### src/rtl/uart_ns_tx.sv
// Transmitter for the ns UART: a small byte FIFO feeding a start/data/stop serialiser.
// Frames are back-to-back whenever the FIFO still holds data at the last stop cycle.
module uart_ns_tx #(
   parameter int DATA_W     = 8,
   parameter int FIFO_DEPTH = 8,
   parameter int DIV_W      = 16
) (
   input  logic                          clk,
   input  logic                          rst_n,
   input  logic [DIV_W-1:0]              baud_div_i,
   input  logic                          stop2_i,
   input  logic [DATA_W-1:0]             tx_data_i,
   input  logic                          tx_valid_i,
   output logic                          tx_ready_o,
   output logic                          tx_pin_o,
   output logic                          busy_o,
   output logic [$clog2(FIFO_DEPTH):0]   fifo_count_o
);

   localparam int PTR_W = $clog2(FIFO_DEPTH);
   localparam int CNT_W = PTR_W + 1;
   localparam int TMR_W = DIV_W + 1;
   localparam int IDX_W = (DATA_W > 1) ? $clog2(DATA_W) : 1;
   localparam logic [IDX_W-1:0] LAST_IDX = IDX_W'(DATA_W - 1);

   typedef enum logic [1:0] {S_IDLE, S_START, S_DATA, S_STOP} state_e;

   logic [DATA_W-1:0] mem_q [FIFO_DEPTH];
   logic [PTR_W-1:0]  wr_ptr_q, rd_ptr_q;
   logic [CNT_W-1:0]  count_q;

   state_e            state_q, state_d;
   logic [DATA_W-1:0] shift_q, shift_d;
   logic [DIV_W-1:0]  div_q, div_d;
   logic              stop2_q, stop2_d;
   logic [TMR_W-1:0]  tmr_q, tmr_d;
   logic [IDX_W-1:0]  idx_q, idx_d;
   logic              pin_q, pin_d;

   logic              push, pop, fifo_empty, bit_end;
   logic [TMR_W-1:0]  bit_len, stop_len;

   assign tx_ready_o   = (count_q != CNT_W'(FIFO_DEPTH));
   assign fifo_empty   = (count_q == '0);
   assign push         = tx_valid_i && tx_ready_o;
   assign busy_o       = (state_q != S_IDLE) || !fifo_empty;
   assign fifo_count_o = count_q;
   assign tx_pin_o     = pin_q;

   // A timer value of 0 or 1 ends the bit, so a divisor of 0 behaves like 1.
   assign bit_end  = (tmr_q <= TMR_W'(1));
   assign bit_len  = {1'b0, div_q};
   assign stop_len = !stop2_q         ? bit_len :
                     (div_q == '0)    ? TMR_W'(2) : {div_q, 1'b0};

   always_ff @(posedge clk) begin
      if (push) mem_q[wr_ptr_q] <= tx_data_i;
   end

   always_ff @(posedge clk) begin
      if (!rst_n) begin
         wr_ptr_q <= '0;
         rd_ptr_q <= '0;
         count_q  <= '0;
      end else begin
         if (push) wr_ptr_q <= wr_ptr_q + PTR_W'(1);
         if (pop)  rd_ptr_q <= rd_ptr_q + PTR_W'(1);
         case ({push, pop})
            2'b10:   count_q <= count_q + CNT_W'(1);
            2'b01:   count_q <= count_q - CNT_W'(1);
            default: count_q <= count_q;
         endcase
      end
   end

   always_comb begin
      state_d = state_q;
      shift_d = shift_q;
      div_d   = div_q;
      stop2_d = stop2_q;
      tmr_d   = tmr_q;
      idx_d   = idx_q;
      pop     = 1'b0;
      unique case (state_q)
         S_IDLE: begin
            if (!fifo_empty) pop = 1'b1;
         end
         S_START: begin
            if (bit_end) begin
               state_d = S_DATA;
               idx_d   = '0;
               tmr_d   = bit_len;
            end else begin
               tmr_d = tmr_q - TMR_W'(1);
            end
         end
         S_DATA: begin
            if (bit_end) begin
               shift_d = shift_q >> 1;
               if (idx_q == LAST_IDX) begin
                  state_d = S_STOP;
                  tmr_d   = stop_len;
               end else begin
                  idx_d = idx_q + IDX_W'(1);
                  tmr_d = bit_len;
               end
            end else begin
               tmr_d = tmr_q - TMR_W'(1);
            end
         end
         S_STOP: begin
            if (bit_end) begin
               if (!fifo_empty) pop = 1'b1;
               else             state_d = S_IDLE;
            end else begin
               tmr_d = tmr_q - TMR_W'(1);
            end
         end
      endcase
      // Frame start: divisor and stop mode are frozen here for the whole frame.
      if (pop) begin
         shift_d = mem_q[rd_ptr_q];
         div_d   = baud_div_i;
         stop2_d = stop2_i;
         tmr_d   = {1'b0, baud_div_i};
         state_d = S_START;
      end
      pin_d = (state_d == S_START) ? 1'b0 :
              (state_d == S_DATA)  ? shift_d[0] : 1'b1;
   end

   always_ff @(posedge clk) begin
      if (!rst_n) begin
         state_q <= S_IDLE;
         shift_q <= '0;
         div_q   <= '0;
         stop2_q <= 1'b0;
         tmr_q   <= '0;
         idx_q   <= '0;
         pin_q   <= 1'b1;
      end else begin
         state_q <= state_d;
         shift_q <= shift_d;
         div_q   <= div_d;
         stop2_q <= stop2_d;
         tmr_q   <= tmr_d;
         idx_q   <= idx_d;
         pin_q   <= pin_d;
      end
   end

endmodule

### config.mk
export PLATFORM = sky130hd
export DESIGN_NAME = uart_ns_tx
export DESIGN_NICKNAME = d
export VERILOG_FILES = /design/src/rtl/uart_ns_tx.sv
export SDC_FILE = /design/constraint.sdc
export NUM_CORES = 1
export LEC_CHECK = 0
export ABC_CLOCK_PERIOD_IN_PS = 3300
export BUFFER_PORTS_ARGS = -buffer_cell sky130_fd_sc_hd__buf_2
export CAP_MARGIN = 30
export CELL_PAD_IN_SITES_DETAIL_PLACEMENT = 0
export CELL_PAD_IN_SITES_GLOBAL_PLACEMENT = 1
export CORE_ASPECT_RATIO = 2
export CORE_UTILIZATION = 49
export CTS_CLUSTER_DIAMETER = 120
export DETAILED_ROUTE_END_ITERATION = 6
export MAX_ROUTING_LAYER = met4
export PLACE_DENSITY_LB_ADDON = 0.1
export SYNTH_ARGS = -nofsm -noshare
export SYNTH_HDL_FRONTEND = slang
export SYNTH_SLANG_ARGS = --single-unit
### constraint.sdc
create_clock -name clk -period 3.3 [get_ports clk]
set_clock_uncertainty 0.2 [all_clocks]
set_input_delay 0.825 -clock clk [delete_from_list [all_inputs] [get_ports clk]]
set_output_delay 0.825 -clock clk [all_outputs]
set_load 0.02 [all_outputs]
==> results.md, run 1 <==
- Initial antenna violation count: 0
- RSZ-0062 raised after global routing: no
- Synth Area in XOR/XNOR: 2.68%
- Reg area: 0.00314 mm^2
- Yosys top cell by area: edfxtp_1
- Top-area cell type share of the netlist area: 32.7%
- Vias in the first global route: 4366
- Compound-Gate Fraction of Synth Area: 13.8%
- Crit. End Element: flip-flop
- TNS Setup: 0 ns
- Overflow after GRT: 0
- Power share of the combinational group: 37.3%
- Max VDD drop: 0.000605 V
- Final wirelength: 14.7 mm
- CP arrival: 3.26 ns
- Site row count: 56
- Worst Setup SP: state_q[0]
- Max frequency: 321 MHz
- Vias per cell: 5.99
- Endpoints failing setup: 0
- Int Power: 4.04 mW
- Slew @ Worst Pin: 1.02 ns
- Synth Cell Area: 0.00588 mm^2
- Fillers: 974
- Worst reg2reg path startpoint: state_q[0]
- Area Growth Syn to Fin: 17.1%
- TritonCTS clock tree: built
- Power per standard cell area: 946 mW/mm^2
- Post-CTS Resized: 0
- DR pass1 iterations: 4
- Worst-path clk slew: 0.06 ns
- H-tree levels: 4
- Post-synthesis simple-gate area fraction: 14.6%
- Ratio of cells with drive above 1 in the final layout: 20.7%
- Number of post-CTS setup repair buffers: 0
- PortBufs: 34
- Initial Utilization: 50.2%
- Hold Path Class: flip-flop to flip-flop
- DRC Markers: 0
- GRT Resource Usage Total: 26.2%
- Status: finished clean
- Seq cells post-synth: 125
- Register area share after synthesis: 53.5%
- Area of the multi-input gates: 0.00256 mm^2
- Adder-cell share of the synthesized area: 2.98%
- Die Y: 157 um
- Clock share of power: 28.4%
- DP Wirelength: 10.5 mm
- Slew headroom: 32.1%
- First-pass GRT wire length: 23.1 mm
- Multiplexer share of the synthesized area: 9.22%
- Syn Area/Cell: 11.2 um^2
- Post-route ant nets: 0
- Flop2flop setup slack: 0.18 ns
- Yosys warns: 0
- Total CTS buffers: 17
- Place WS: 0.347 ns
- Final worst setup slack: 0.182 ns
- Top-count cell post-synth: edfxtp_1
- Die width: 79.4 um
- Nets@finish: 613
- Hold Buf Count CTS: 0
- Fin crit share: 94.5%
- Max-cap violation count: 0
- Area contributors post-synth: edfxtp_1 33%, dfxtp_1 21%, mux4_2 6.1%
- RePlAce Congestion: 0.890
- Sequential share of power: 34.3%
- Post-synth EDFFs: 64
- Psw: 2.47 mW
- Commonest cells in the synthesized netlist: 64 x edfxtp_1, 61 x dfxtp_1, 57 x nand2_1
- Synthesized instance count: 527
- Clk buf depth: 2
- N_diodes: 0
- Clock Tree Root: clkbuf_16
- Avg WL per Cell: 20.2 um
- Die area: 0.0125 mm^2
- Crit Path Category: flip-flop to flip-flop
- Largest family of logic cells by synthesized area: simple AND/OR/NAND/NOR gates
- Core area: 0.0117 mm^2
- Via Count: 4364
- Clk_lat worst skew: 0.41 ns
- Worst hold start: rd_ptr_q[1]
- Ys async rst share: 0%
- CP required: 3.44 ns
- Top FF cell, synth: edfxtp_1
- Synth cell types: 61
- Leak pwr: 2.53 nW
- Syn Nets: 569
- DR iter-0 viols: 306
- Final hold vios: 0
- Setup crit start kind: flip-flop
- Clock sink total: 125
- Max-slew violations: 0
- Largest net degree at the start of global routing: 47
- Final min period: 3.12 ns
- Critical path peak fanout: 10
- Sw Share: 37.9%
- I/O pin total: 35
state kept, by name, indices dropped and copies added, names as in the netlist, named ones only:
name,count
wr_ptr_q,3
tmr_q,17
stop2_q,1
tx_pin_o,1
state_q,2
idx_q,3
shift_q,8
mem_q,64
div_q,16
fifo_count_o,4
rd_ptr_q,3
cell families (layout without fill, tap and decap cells):
group / Yosys count / after routing
AOI/OAI and AO/OA: 122 / 122
xor gates and xnor gates: 18 / 18
adders and majority gates: 14 / 14
buffers and inverters: 43 / 100
DFF: 125 / 125
muxes: 34 / 34
and+or+nand+nor: 171 / 171
area by class of cell:
type | count | share of cell area, %
flip-flops and latches | 125 | 45.7
multi-input cells | 359 | 37.3
clock buffers | 17 | 6.18
repair buffers | 59 | 5.38
well taps | 145 | 2.64
clock inverters | 15 | 2.36
inverters | 9 | 0.491
critical path: stages (launching register included):
cell	delay (ns)
dfxtp_1	0.36
inv_1	0.10
ha_1	0.35
and3_1	0.36
a21oi_1	0.83
nand4_1	0.32
o21ai_0	0.19
o221ai_1	0.16
a21oi_1	0.18
cells in the final DEF (no fill, tap or decap), drive strengths merged, types with 14 or more instances in the layout:
| master | synthesis | final |
|---|---|---|
| nor3 | 16 | 16 |
| mux4 | 16 | 16 |
| a21oi | 39 | 39 |
| o21ai | 18 | 18 |
| clkbuf | 20 | 17 |
| edfxtp | 64 | 64 |
| nand2 | 57 | 57 |
| buf | 14 | 59 |
| nor2 | 38 | 38 |
| a211oi | 16 | 16 |
| inv | 9 | 14 |
| nor4 | 14 | 14 |
| mux2i | 17 | 17 |
| dfxtp | 61 | 61 |
| ha | 14 | 14 |
power groups by stage:
stage	Combinational [mW]	Clock [mW]	Sequential, mW
5_1_grt	2.66	1.94	2.27
6_report	2.43	1.85	2.23
3_5_place_dp	2.43	0	2.26
3_3_place_gp	2.41	0	2.25
2_1_floorplan	1.78	0	2.17
4_1_cts	2.43	1.87	2.23
path summary, 6_finish.rpt:
| path | end | depth (start not counted) |
|---|---|---|
| max | tmr_q[11] | 8 |
| max reg2reg | tmr_q[11] | 8 |
| min | flip-flop | 2 |
| min reg2reg | flip-flop | 2 |
per-stage QoR:
step	hold slack [ns]	cell area (um^2)	utilization [%]	total power, mW	std cells
2_1_floorplan	0.249	5880	-	3.95	527
3_3_place_gp	0.263	6290	53.8	4.67	697
3_5_place_dp	0.271	6290	53.8	4.69	697
4_1_cts	0.284	6880	58.8	6.54	729
5_1_grt	0.310	6880	58.8	6.87	729
6_report	0.280	6880	58.8	6.51	729
routing by layer:
layer  vias to the layer above  GRT usage [%]  wire, um
met5                         -              -         0
met4                         0           14.0       670
met3                        52           4.61       360
met2                        96           47.7      8450
met1                      2125           25.6      5240
li1                       2091              -         -
No activity file was read; power rests on OpenSTA's default activity.
==> run 2: changes to the inputs <==
--- a/config.mk
+++ b/config.mk
@@ -5,7 +5,7 @@
 export SDC_FILE = /design/constraint.sdc
 export NUM_CORES = 1
 export LEC_CHECK = 0
-export ABC_CLOCK_PERIOD_IN_PS = 3300
+export ABC_CLOCK_PERIOD_IN_PS = 3000
 export BUFFER_PORTS_ARGS = -buffer_cell sky130_fd_sc_hd__buf_2
 export CAP_MARGIN = 30
 export CELL_PAD_IN_SITES_DETAIL_PLACEMENT = 0
==> constraint.sdc (replaced) <==
create_clock -name clk -period 3 [get_ports clk]
set_clock_uncertainty 0.2 [all_clocks]
set_input_delay 0.75 -clock clk [delete_from_list [all_inputs] [get_ports clk]]
set_output_delay 0.75 -clock clk [all_outputs]
set_load 0.02 [all_outputs]
==> run 2 against run 1 <==
Net effect:
- design area rose by 2.4%
- non-clock buffer count rose by 14
- sequential cell count did not move
==> results.md, run 2 (synthesized netlist as in run 1, its figures left out) <==
- Hold Path Class: flip-flop to flip-flop
- Buffers and inverters on the worst path: 2
- Slew @ Worst Pin: 0.882 ns
- Placed insts: 711
- Initial antenna violation count: 1
- Die Y: 157 um
- RePlAce Congestion: 0.934
- Clock Tree Root: clkbuf_16
- Min Hold Slack: 0.270 ns
- Worst reg2reg path startpoint: state_q[0]
- Worst Setup SP: state_q[0]
- Flop2flop setup slack: 0.18 ns
- DR pass1 iterations: 4
- TritonCTS clock tree: built
- Max-cap violation count: 0
- Clk_lat worst skew: 0.41 ns
- Reg2Reg Depth: 12
- Max-slew violations: 0
- Finished Cell Area: 0.00704 mm^2
- CP max stage cell: dfxtp_1
- TNS Setup: 0 ns
- Hold Buf Count CTS: 0
- Max FFs per register: 64
- RSZ-0062 raised after global routing: no
- Top reg by flops: mem_q
- Post-Layout Cell Count: 744
- Fin crit share: 94.1%
- Final wirelength: 15.3 mm
- Die area: 0.0125 mm^2
- Slew headroom: 41.2%
- Pwr Total: 7.34 mW
- Most frequent cells in the layout: 64 x edfxtp_1, 61 x dfxtp_1, 57 x nand2_1
- Crit. End Element: flip-flop
- Worst reg2reg endpoint: fifo_count_o[2]
- Max frequency: 354 MHz
- First-pass GRT wire length: 23.4 mm
- Die width: 79.4 um
- Number of post-CTS setup repair buffers: 0
- Leak pwr: 2.61 nW
- Nets@finish: 627
- GRT Resource Usage Total: 26.6%
- Max VDD drop: 0.000690 V
- Critical path's largest stage delay: 0.36 ns
- CP required: 3.14 ns
- Vias in the first global route: 4519
- Worst-path clk slew: 0.06 ns
- Final min period: 2.82 ns
- Endpoints failing setup: 0
- Core area: 0.0117 mm^2
- Power per standard cell area: 1040 mW/mm^2
- CP arrival: 2.96 ns
- Top Registers: mem_q (64), tmr_q (17), div_q (16)
- DRC Markers: 0
- Via Count: 4493
- Critical-path cell list: inv_1 > ha_2 > nor3_2 > a31oi_4 > inv_1 > ha_2 > xor2_1 > ha_1 > a21oi_1 > xor2_1 > or3_1 > a21oi_1
- H-tree levels: 4
- Crit path max-delay family: adder cells
- Site row count: 56
- DP Wirelength: 11.0 mm
- Largest net degree at the start of global routing: 47
- Overflow after GRT: 0
- Post-CTS Resized: 0
- Initial Utilization: 50.2%
- Clock sink total: 125
- Critical path peak fanout: 5
- DR iter-0 viols: 202
- Worst Setup EP: fifo_count_o[2]
- PortBufs: 34
- Ratio of cells with drive above 1 in the final layout: 23.7%
- Area after DPL: 0.00642 mm^2
- Clk buf depth: 2
- Crit Path Category: flip-flop to flip-flop
- Setup crit start kind: flip-flop
- Avg WL per Cell: 20.5 um
- Post-route ant nets: 0
- I/O pin total: 35
- Total CTS buffers: 17
- Commonest non-fill, non-tap cell in the layout: edfxtp_1
- Final hold vios: 0
- Status: finished clean
- Crit path depth: 12
- Vias per cell: 6.04
- Area Growth Syn to Fin: 19.9%
-- run 2: cell types whose count changed in the layout (fill, tap and decap cells not counted), moves of 2 or more --
cell	delta
ha_1	-2
nor4_1	-2
inv_8	+3
ha_2	+2
clkinv_2	-2
buf_4	+13
-- run 2: final cells by class --
| class | instances | area [um^2] |
|---|---|---|
| fillers | 976 | 4660 |
| flip-flops and latches | 125 | 3140 |
| multi-input cells | 359 | 2600 |
| repair buffers | 73 | 488 |
| clock buffers | 17 | 425 |
| well taps | 145 | 181 |
| clock inverters | 15 | 168 |
| inverters | 9 | 33.8 |
| diodes | 1 | 2.50 |
-- run 2: how the worst min path moves through the flow --
stage                            from           to  slack, ns  cells after the start
after CTS                 rd_ptr_q[1]    flip-flop       0.28                      2
final                     rd_ptr_q[1]    flip-flop       0.27                      2
after detailed placement  rd_ptr_q[1]  rd_ptr_q[1]       0.28                      2
after floorplan               stop2_q      stop2_q       0.25                      2
after global routing      rd_ptr_q[1]    flip-flop       0.30                      2
after global placement    rd_ptr_q[1]  rd_ptr_q[1]       0.26                      2
-- run 2: layer usage --
metal	share of wire (%)	wire length, um	vias to the layer above	global-route usage [%]
li1	-	-	2115	-
met1	34	5250	2193	24.2
met2	57	8740	123	49.4
met3	2.7	410	62	4.43
met4	5.6	862	0	16.6
met5	0	0	-	-
-- run 2: metrics by stage --
stage / worst slack, ns / util (%)
after floorplan: 0.0186 / -
after global placement: 0.148 / 54.8
after detailed placement: 0.0667 / 54.8
after CTS: 0.0355 / 59.9
after global routing: 0.0151 / 60.2
final: 0.177 / 60.2
-- run 2: worst register-to-register path, delay by kind of cell (launching register included) --
| kind | cells | cell delay [ns] |
|---|---|---|
| XOR/XNOR | 2 | 0.31 |
| AO/OA/AOI/OAI | 3 | 0.30 |
| AND/OR/NAND/NOR | 2 | 0.59 |
| buffers and inverters | 2 | 0.23 |
| flip-flops | 1 | 0.36 |
| adder cells (fa/ha/maj) | 3 | 0.74 |
-- run 2: power breakdown --
group / total, mW / internal, mW / switching [mW] / leakage [nW]
Clock: 2.03 / 1.18 / 0.848 / 0.286
Combinational: 2.89 / 1.20 / 1.69 / 1.25
Sequential: 2.42 / 2.12 / 0.301 / 1.08
